**src/rtl/pixel_writer_if.sv**
```systemverilog
// Pixel stream from the line drawer plus the framebuffer write port.
// No latency of its own; it only bundles the wires.
// Pixels use valid/ready; memory writes hold until mem_ready accepts them.
interface pixel_writer_if;
    logic        pix_valid;
    logic [10:0] pix_x;
    logic [10:0] pix_y;
    logic        pix_color;
    logic        pix_ready;
    logic        mem_wr;
    logic [18:0] mem_addr;
    logic        mem_data;
    logic        mem_ready;

    // Environment side: offers pixels and answers memory writes
    modport master (
        output pix_valid, pix_x, pix_y, pix_color, mem_ready,
        input  pix_ready, mem_wr, mem_addr, mem_data
    );

    // Pixel writer side
    modport slave (
        input  pix_valid, pix_x, pix_y, pix_color, mem_ready,
        output pix_ready, mem_wr, mem_addr, mem_data
    );
endinterface

```
**src/rtl/pixel_writer.sv**
```systemverilog
// Writes line-drawer pixels into a 640x480x1 framebuffer, or clears it on request.
// Latency: pixel accepted in cycle N appears as a write in cycle N+2 (empty FIFO).
// Backpressure: pix_ready drops when address stage + 4-entry FIFO are full; writes hold until mem_ready.
// Optional PIXEL_WRITER_CLIP_EN: drop off-screen pixels and count them in dropped_count.
module pixel_writer (
    input  logic               clk,
    input  logic               reset,
    pixel_writer_if.slave      bus,
    input  logic               line_done,
    input  logic               clear_req,
    output logic               busy,
    output logic               frame_done,
    output logic [15:0]        dropped_count
);
    typedef enum logic [1:0] {S_IDLE, S_STREAM, S_DRAIN, S_CLEAR} state_t;

    localparam logic [18:0] CLR_LAST = 19'd307199;

    state_t      state;
    logic [18:0] clr_addr;

    // One register stage holding the computed address ahead of the FIFO
    logic        stg_vld;
    logic [18:0] stg_addr;
    logic        stg_color;

    // FIFO entries are {addr, color}
    logic [19:0] fifo_mem [4];
    logic [1:0]  wr_ptr;
    logic [1:0]  rd_ptr;
    logic [2:0]  fifo_cnt;

    logic        fifo_empty;
    logic        fifo_full;
    logic [2:0]  occupancy;
    logic        state_accepts;
    logic        accept;
    logic        in_bounds;
    logic        push;
    logic        pop;
    logic [18:0] x19;
    logic [18:0] y19;
    logic [18:0] pix_addr;

    assign fifo_empty = (fifo_cnt == 3'd0);
    assign fifo_full  = (fifo_cnt == 3'd4);
    // The address stage counts as a slot so an accepted pixel always has room downstream
    assign occupancy  = fifo_cnt + {2'b00, stg_vld};

    // A pixel offered together with clear_req in idle is refused: the clear wins
    assign state_accepts = (state == S_STREAM) || ((state == S_IDLE) && !clear_req);
    assign bus.pix_ready = !reset && state_accepts && (occupancy < 3'd4);
    assign accept        = bus.pix_valid && bus.pix_ready;

    // y*640 + x as shifts, truncated to 19 bits so oversized coordinates wrap
    assign x19      = {8'd0, bus.pix_x};
    assign y19      = {8'd0, bus.pix_y};
    assign pix_addr = (y19 << 9) + (y19 << 7) + x19;

`ifdef PIXEL_WRITER_CLIP_EN
    assign in_bounds = (bus.pix_x < 11'd640) && (bus.pix_y < 11'd480);
`else
    assign in_bounds = 1'b1;
`endif

    assign pop  = !fifo_empty && bus.mem_ready && (state != S_CLEAR);
    assign push = stg_vld && (!fifo_full || pop);

    // During a clear the counter owns the memory port; otherwise the FIFO head does
    assign bus.mem_wr   = (state == S_CLEAR) ? 1'b1 : !fifo_empty;
    assign bus.mem_addr = (state == S_CLEAR) ? clr_addr : fifo_mem[rd_ptr][19:1];
    assign bus.mem_data = (state == S_CLEAR) ? 1'b0 : fifo_mem[rd_ptr][0];
    assign busy         = (state != S_IDLE);

    // Address stage: capture in-bounds accepted pixels, release when pushed
    always_ff @(posedge clk) begin
        if (reset) begin
            stg_vld   <= 1'b0;
            stg_addr  <= '0;
            stg_color <= 1'b0;
        end else if (accept && in_bounds) begin
            stg_vld   <= 1'b1;
            stg_addr  <= pix_addr;
            stg_color <= bus.pix_color;
        end else if (push) begin
            stg_vld   <= 1'b0;
        end
    end

    // 4-entry FIFO; push and pop in the same cycle leave the count unchanged
    always_ff @(posedge clk) begin
        if (reset) begin
            for (int i = 0; i < 4; i++) begin
                fifo_mem[i] <= '0;
            end
            wr_ptr   <= '0;
            rd_ptr   <= '0;
            fifo_cnt <= '0;
        end else begin
            if (push) begin
                fifo_mem[wr_ptr] <= {stg_addr, stg_color};
                wr_ptr           <= wr_ptr + 2'd1;
            end
            if (pop) begin
                rd_ptr <= rd_ptr + 2'd1;
            end
            fifo_cnt <= fifo_cnt + {2'b00, push} - {2'b00, pop};
        end
    end

    // Control FSM with registered frame_done pulse and clear address counter
    always_ff @(posedge clk) begin
        if (reset) begin
            state      <= S_IDLE;
            clr_addr   <= '0;
            frame_done <= 1'b0;
        end else begin
            frame_done <= 1'b0;
            case (state)
                S_IDLE: begin
                    if (clear_req) begin
                        state    <= S_CLEAR;
                        clr_addr <= '0;
                    end else if (accept) begin
                        state <= S_STREAM;
                    end
                end
                S_STREAM: begin
                    if (line_done) begin
                        state <= S_DRAIN;
                    end
                end
                S_DRAIN: begin
                    if (fifo_empty && !stg_vld) begin
                        state      <= S_IDLE;
                        frame_done <= 1'b1;
                    end
                end
                S_CLEAR: begin
                    if (bus.mem_ready) begin
                        if (clr_addr == CLR_LAST) begin
                            state      <= S_IDLE;
                            clr_addr   <= '0;
                            frame_done <= 1'b1;
                        end else begin
                            clr_addr <= clr_addr + 19'd1;
                        end
                    end
                end
                default: state <= S_IDLE;
            endcase
        end
    end

`ifdef PIXEL_WRITER_CLIP_EN
    // Saturating count of accepted pixels that fell outside the screen
    always_ff @(posedge clk) begin
        if (reset) begin
            dropped_count <= '0;
        end else if (accept && !in_bounds && (dropped_count != 16'hFFFF)) begin
            dropped_count <= dropped_count + 16'd1;
        end
    end
`else
    assign dropped_count = '0;
`endif

endmodule

```
**src/flat_wrapper.sv**
```systemverilog
// flat-port wrapper written by rule: the top's interface ports become plain ports
module pixel_writer_flat 
  (clk, reset, line_done, clear_req, busy, frame_done, dropped_count, bus_pix_valid, bus_pix_x, bus_pix_y, bus_pix_color, bus_mem_ready, bus_pix_ready, bus_mem_wr, bus_mem_addr, bus_mem_data);
  pixel_writer_if bus_i ();
  input  logic clk;
  input  logic reset;
  input  logic line_done;
  input  logic clear_req;
  output logic busy;
  output logic frame_done;
  output logic [15:0] dropped_count;
  input wire logic [$bits(bus_i.pix_valid)-1:0] bus_pix_valid;
  input wire logic [$bits(bus_i.pix_x)-1:0] bus_pix_x;
  input wire logic [$bits(bus_i.pix_y)-1:0] bus_pix_y;
  input wire logic [$bits(bus_i.pix_color)-1:0] bus_pix_color;
  input wire logic [$bits(bus_i.mem_ready)-1:0] bus_mem_ready;
  output wire logic [$bits(bus_i.pix_ready)-1:0] bus_pix_ready;
  output wire logic [$bits(bus_i.mem_wr)-1:0] bus_mem_wr;
  output wire logic [$bits(bus_i.mem_addr)-1:0] bus_mem_addr;
  output wire logic [$bits(bus_i.mem_data)-1:0] bus_mem_data;
  assign bus_i.pix_valid = bus_pix_valid;
  assign bus_i.pix_x = bus_pix_x;
  assign bus_i.pix_y = bus_pix_y;
  assign bus_i.pix_color = bus_pix_color;
  assign bus_i.mem_ready = bus_mem_ready;
  assign bus_pix_ready = bus_i.pix_ready;
  assign bus_mem_wr = bus_i.mem_wr;
  assign bus_mem_addr = bus_i.mem_addr;
  assign bus_mem_data = bus_i.mem_data;
  pixel_writer u_core (.clk(clk), .reset(reset), .bus(bus_i), .line_done(line_done), .clear_req(clear_req), .busy(busy), .frame_done(frame_done), .dropped_count(dropped_count));
endmodule
```
**config.mk**
```make
export PLATFORM = sky130hd
export DESIGN_NAME = pixel_writer_flat
export DESIGN_NICKNAME = d
export VERILOG_FILES = /design/src/rtl/pixel_writer_if.sv /design/src/rtl/pixel_writer.sv /design/src/flat_wrapper.sv
export SDC_FILE = /design/constraint.sdc
export NUM_CORES = 1
export LEC_CHECK = 0
export CORE_MARGIN = 1.5
export CORE_UTILIZATION = 45
export DETAILED_ROUTE_END_ITERATION = 12
export DONT_BUFFER_PORTS = 1
export GPL_ROUTABILITY_DRIVEN = 0
export HOLD_SLACK_MARGIN = 0.02
export PLACE_DENSITY = 0.59
export REMOVE_ABC_BUFFERS = 1
export SETUP_SLACK_MARGIN = 0.5
export SLEW_MARGIN = 20
export SYNTH_ARGS = -nofsm -noshare
export SYNTH_HDL_FRONTEND = slang
export SYNTH_SLANG_ARGS = --single-unit
```
**constraint.sdc**
```tcl
create_clock -name clk -period 3 [get_ports clk]
set_input_delay 0.3 -clock clk [delete_from_list [all_inputs] [get_ports clk]]
set_output_delay 0.3 -clock clk [all_outputs]
set_load 0.01 [all_outputs]
```
==> results by group <==
Status
  • Status: finished clean

Worst setup path
  • Startpoint Class: register
  • Worst-path maximum fanout: 20
  • Origin of the critical flop-to-flop path: u_core.fifo_cnt[1]
  • Critical Path AT: 2.05 ns
  • Crit end category: output port
  • RR Endpoint: u_core.fifo_cnt[2]
  • R2r setup slk: 0.66 ns
  • Worst Path Required: 2.70 ns
  • Setup Crit Path Kind: reg2out
  • Worst-case reg-to-reg path depth: 9

Global routing
  • Vias in the first global route: 4,524
  • Remaining Overflow, GRT: 0
  • Initial antenna violation count: 0
  • First-pass GRT wire length: 23,600 µm
  • GRT Resource Usage Total: 0.195
  • Largest net degree at the start of global routing: 29

Synth
  • #FFs+latches synth: 132
  • Top_reg_cell synth: edfxtp_1
  • Yosys cell types: 56
  • Syn Std Cell Area: 0.00674 mm²
  • Fraction of registers with async set/reset: 0
  • Warnings, synthesis: 0
  • Cells after synthesis: 594
  • EDFF count, synth: 80
  • Mapped Avg Cell Area: 11.3 µm²
  • Sequential share of the synthesized area: 0.511

Timing
  • Tcrit/Tclk final: 0.783
  • Setup_tns: 0 ns
  • Minimum clock period: 2.35 ns
  • Worst hold-check slack: 0.0339 ns
  • Final Max Tran Viols: 0
  • Relative slew slack: 0.536
  • Final Skew: 0.00899 ns
  • Worst-Margin Slew: 0.696 ns
  • Hold Vio Cnt, Final: 0
  • RSZ-0062 raised after global routing: false
  • Max Fclk: 0.425 GHz
  • Count of final setup violators: 0

Power
  • Static leakage: 0.00291 µW
  • PD cells: 677 mW/mm²
  • Int Power: 3700 µW
  • Sw Pwr: 1440 µW
  • Combinational power share: 0.195
  • Worst IR Drop VDD: 0.000427 V
  • Share of power burned in registers: 0.410
  • Switching part of the total: 0.281
  • Clk pwr share: 0.395

CTS
  • Clock tree buffer depth: 2
  • Worst-skew pair later-pin latency: 0.42 ns
  • Total CTS buffers: 17
  • CTS tree: yes
  • Clk slew on worst S/H paths: 0.06 ns
  • Root buffer cell: clkbuf_16
  • H-Tree Depth: 4
  • Post-CTS Setup Bufs: 0
  • Clock sink count: 132

Hold path
  • Hold Path Origin: bus_pix_x[5]
  • Hold endpoint: u_core.stg_addr[5]
  • Hold Crit Class: in2reg
  • Worst Hold Path Cells: 2

Final layout
  • Layout Area Growth over Synthesis: 12.7%
  • Final core occ: 0.521
  • Layout cells sized above 1: 0.166
  • Ant diodes: 0
  • Final net count: 662

Detailed routing
  • Post-DR wirelength/cell: 18.1 µm
  • Vias: 4,402
  • Post-route DRC violation count: 0
  • DR iter-0 viols: 320
  • Post-Route WL: 14,600 µm
  • Via density: 5.48
  • Antenna-violating nets left: 0
  • Drt pass-1 iters: 5

Placement
  • Post-DP HPWL: 9810 µm
  • PortBufs: 0

Floorplanning
  • Die W: 125 µm
  • Io pins: 69
  • Die area: 0.0157 mm²
  • Starting density of the core: 0.462
  • Die Ht: 125 µm
  • Cell Rows: 44
  • Core Area: 0.0146 mm²

Run
  • MaxCap Viol Count: 0
## synthesized netlist by cell type (all sizes together) (20+ instances only)
cell type | instances | area, µm²
nand3 | 22 | 110
nand2 | 54 | 203
o21ai | 21 | 116
nor2 | 29 | 109
a21oi | 28 | 144
mux4 | 20 | 450
buf | 21 | 151
and3 | 28 | 175
ha | 22 | 275
clkbuf | 25 | 93.8
edfxtp | 80 | 2400
dfxtp | 52 | 1040
and2 | 63 | 394
## worst max-delay path, stage by stage (launching register included)
cell	delay, ns
dfxtp_1	0.31
buf_4	0.37
mux4_2	0.61
mux2_2	0.33
## cells in the final DEF (no fill, tap or decap), types with 3 or more instances in the layout
master | Yosys | routed
edfxtp_1 | 80 | 80
clkinv_2 | 0 | 3
and3_1 | 28 | 28
a21oi_1 | 27 | 27
xor2_1 | 12 | 12
conb_1 | 1 | 16
a21o_1 | 3 | 3
a31oi_1 | 6 | 6
nor2_1 | 29 | 29
ha_1 | 22 | 22
nand3_1 | 22 | 22
nand4_1 | 3 | 3
nand2b_1 | 4 | 4
fa_1 | 4 | 4
or3_1 | 5 | 5
and2_1 | 63 | 63
xnor2_1 | 13 | 13
clkinv_4 | 0 | 3
clkinvlp_4 | 0 | 5
nor3_1 | 3 | 3
dlygate4sd3_1 | 0 | 7
o21ai_0 | 20 | 17
nor2b_1 | 3 | 3
clkbuf_16 | 0 | 17
dfxtp_1 | 52 | 51
nand2_1 | 54 | 54
mux4_2 | 20 | 20
inv_1 | 19 | 19
o22ai_1 | 3 | 3
mux2_2 | 17 | 17
a211oi_1 | 3 | 3
buf_4 | 16 | 17
## per-stage QoR
stage          setup slack [ns]  instances  cell area [µm²]  power, µW
6_report                  0.650        804             7600       5140
5_1_grt                   0.522        804             7600       5370
4_1_cts                   0.494        804             7590       5180
3_5_place_dp              0.420        764             6910       3140
3_3_place_gp              0.500        764             6910       3120
2_1_floorplan            -0.156        563             6550       2890
## worst max-delay path by stage
stage | from | endpoint | slack (ns)
2_1_floorplan | u_core.state[0] | u_core.fifo_mem[1][0] | -0.16
3_3_place_gp | bus_pix_y[0] | u_core.stg_addr[18] | 0.50
3_5_place_dp | bus_pix_y[0] | u_core.stg_addr[18] | 0.42
4_1_cts | u_core.state[0] | u_core.fifo_mem[3][5] | 0.49
5_1_grt | u_core.fifo_cnt[1] | u_core.fifo_cnt[2] | 0.52
6_report | register | bus_mem_addr[10] | 0.65
## flip-flops by register name, summed over array words and instances (netlist names), named ones only
name,count
u_core.fifo_cnt,3
u_core.fifo_mem,80
u_core.state,2
u_core.stg_color,1
u_core.frame_done,1
u_core.stg_addr,19
u_core.stg_vld,1
u_core.rd_ptr,2
u_core.wr_ptr,2
u_core.clr_addr,19
## timing repair
action | CTS | global route
resized for setup | 1 | 3
hold buffers | 8 | 0
endpoints found under the hold margin | 29 | 0
endpoints found under the setup margin | 14 | 47
## power groups by stage
stage	clock [µW]	combinational (µW)	sequential, µW
finish	2030	1000	2110
global route	2140	1100	2120
CTS	2060	1020	2110
detailed placement	0	993	2150
global placement	0	984	2140
floorplan	0	702	2180
## cell families after synthesis
logic type,after synthesis,share of synthesized area
other,1,0.000556
DFF,132,0.511
adders and majority gates,26,0.0527
muxes,37,0.0952
and+or+nand+nor,229,0.184
AOI/OAI and AO/OA,79,0.0769
xor gates and xnor gates,25,0.0325
buffers and inverters,65,0.0470
## routing by layer
layer  track usage  routed length, µm
met1         0.249               6440
met2         0.320               7050
met3        0.0505                868
met4        0.0735                201
met5             0                  0
## layout make-up
cell class              instances  area (µm²)
repair buffers                 25         218
clock buffers                  17         425
well taps                     184         230
fillers                      1281        6990
clock inverters                15         156
flip-flops and latches        132        3440
multi-input cells             412        3050
inverters                      19        71.3
(Power assumes the default switching activity.)
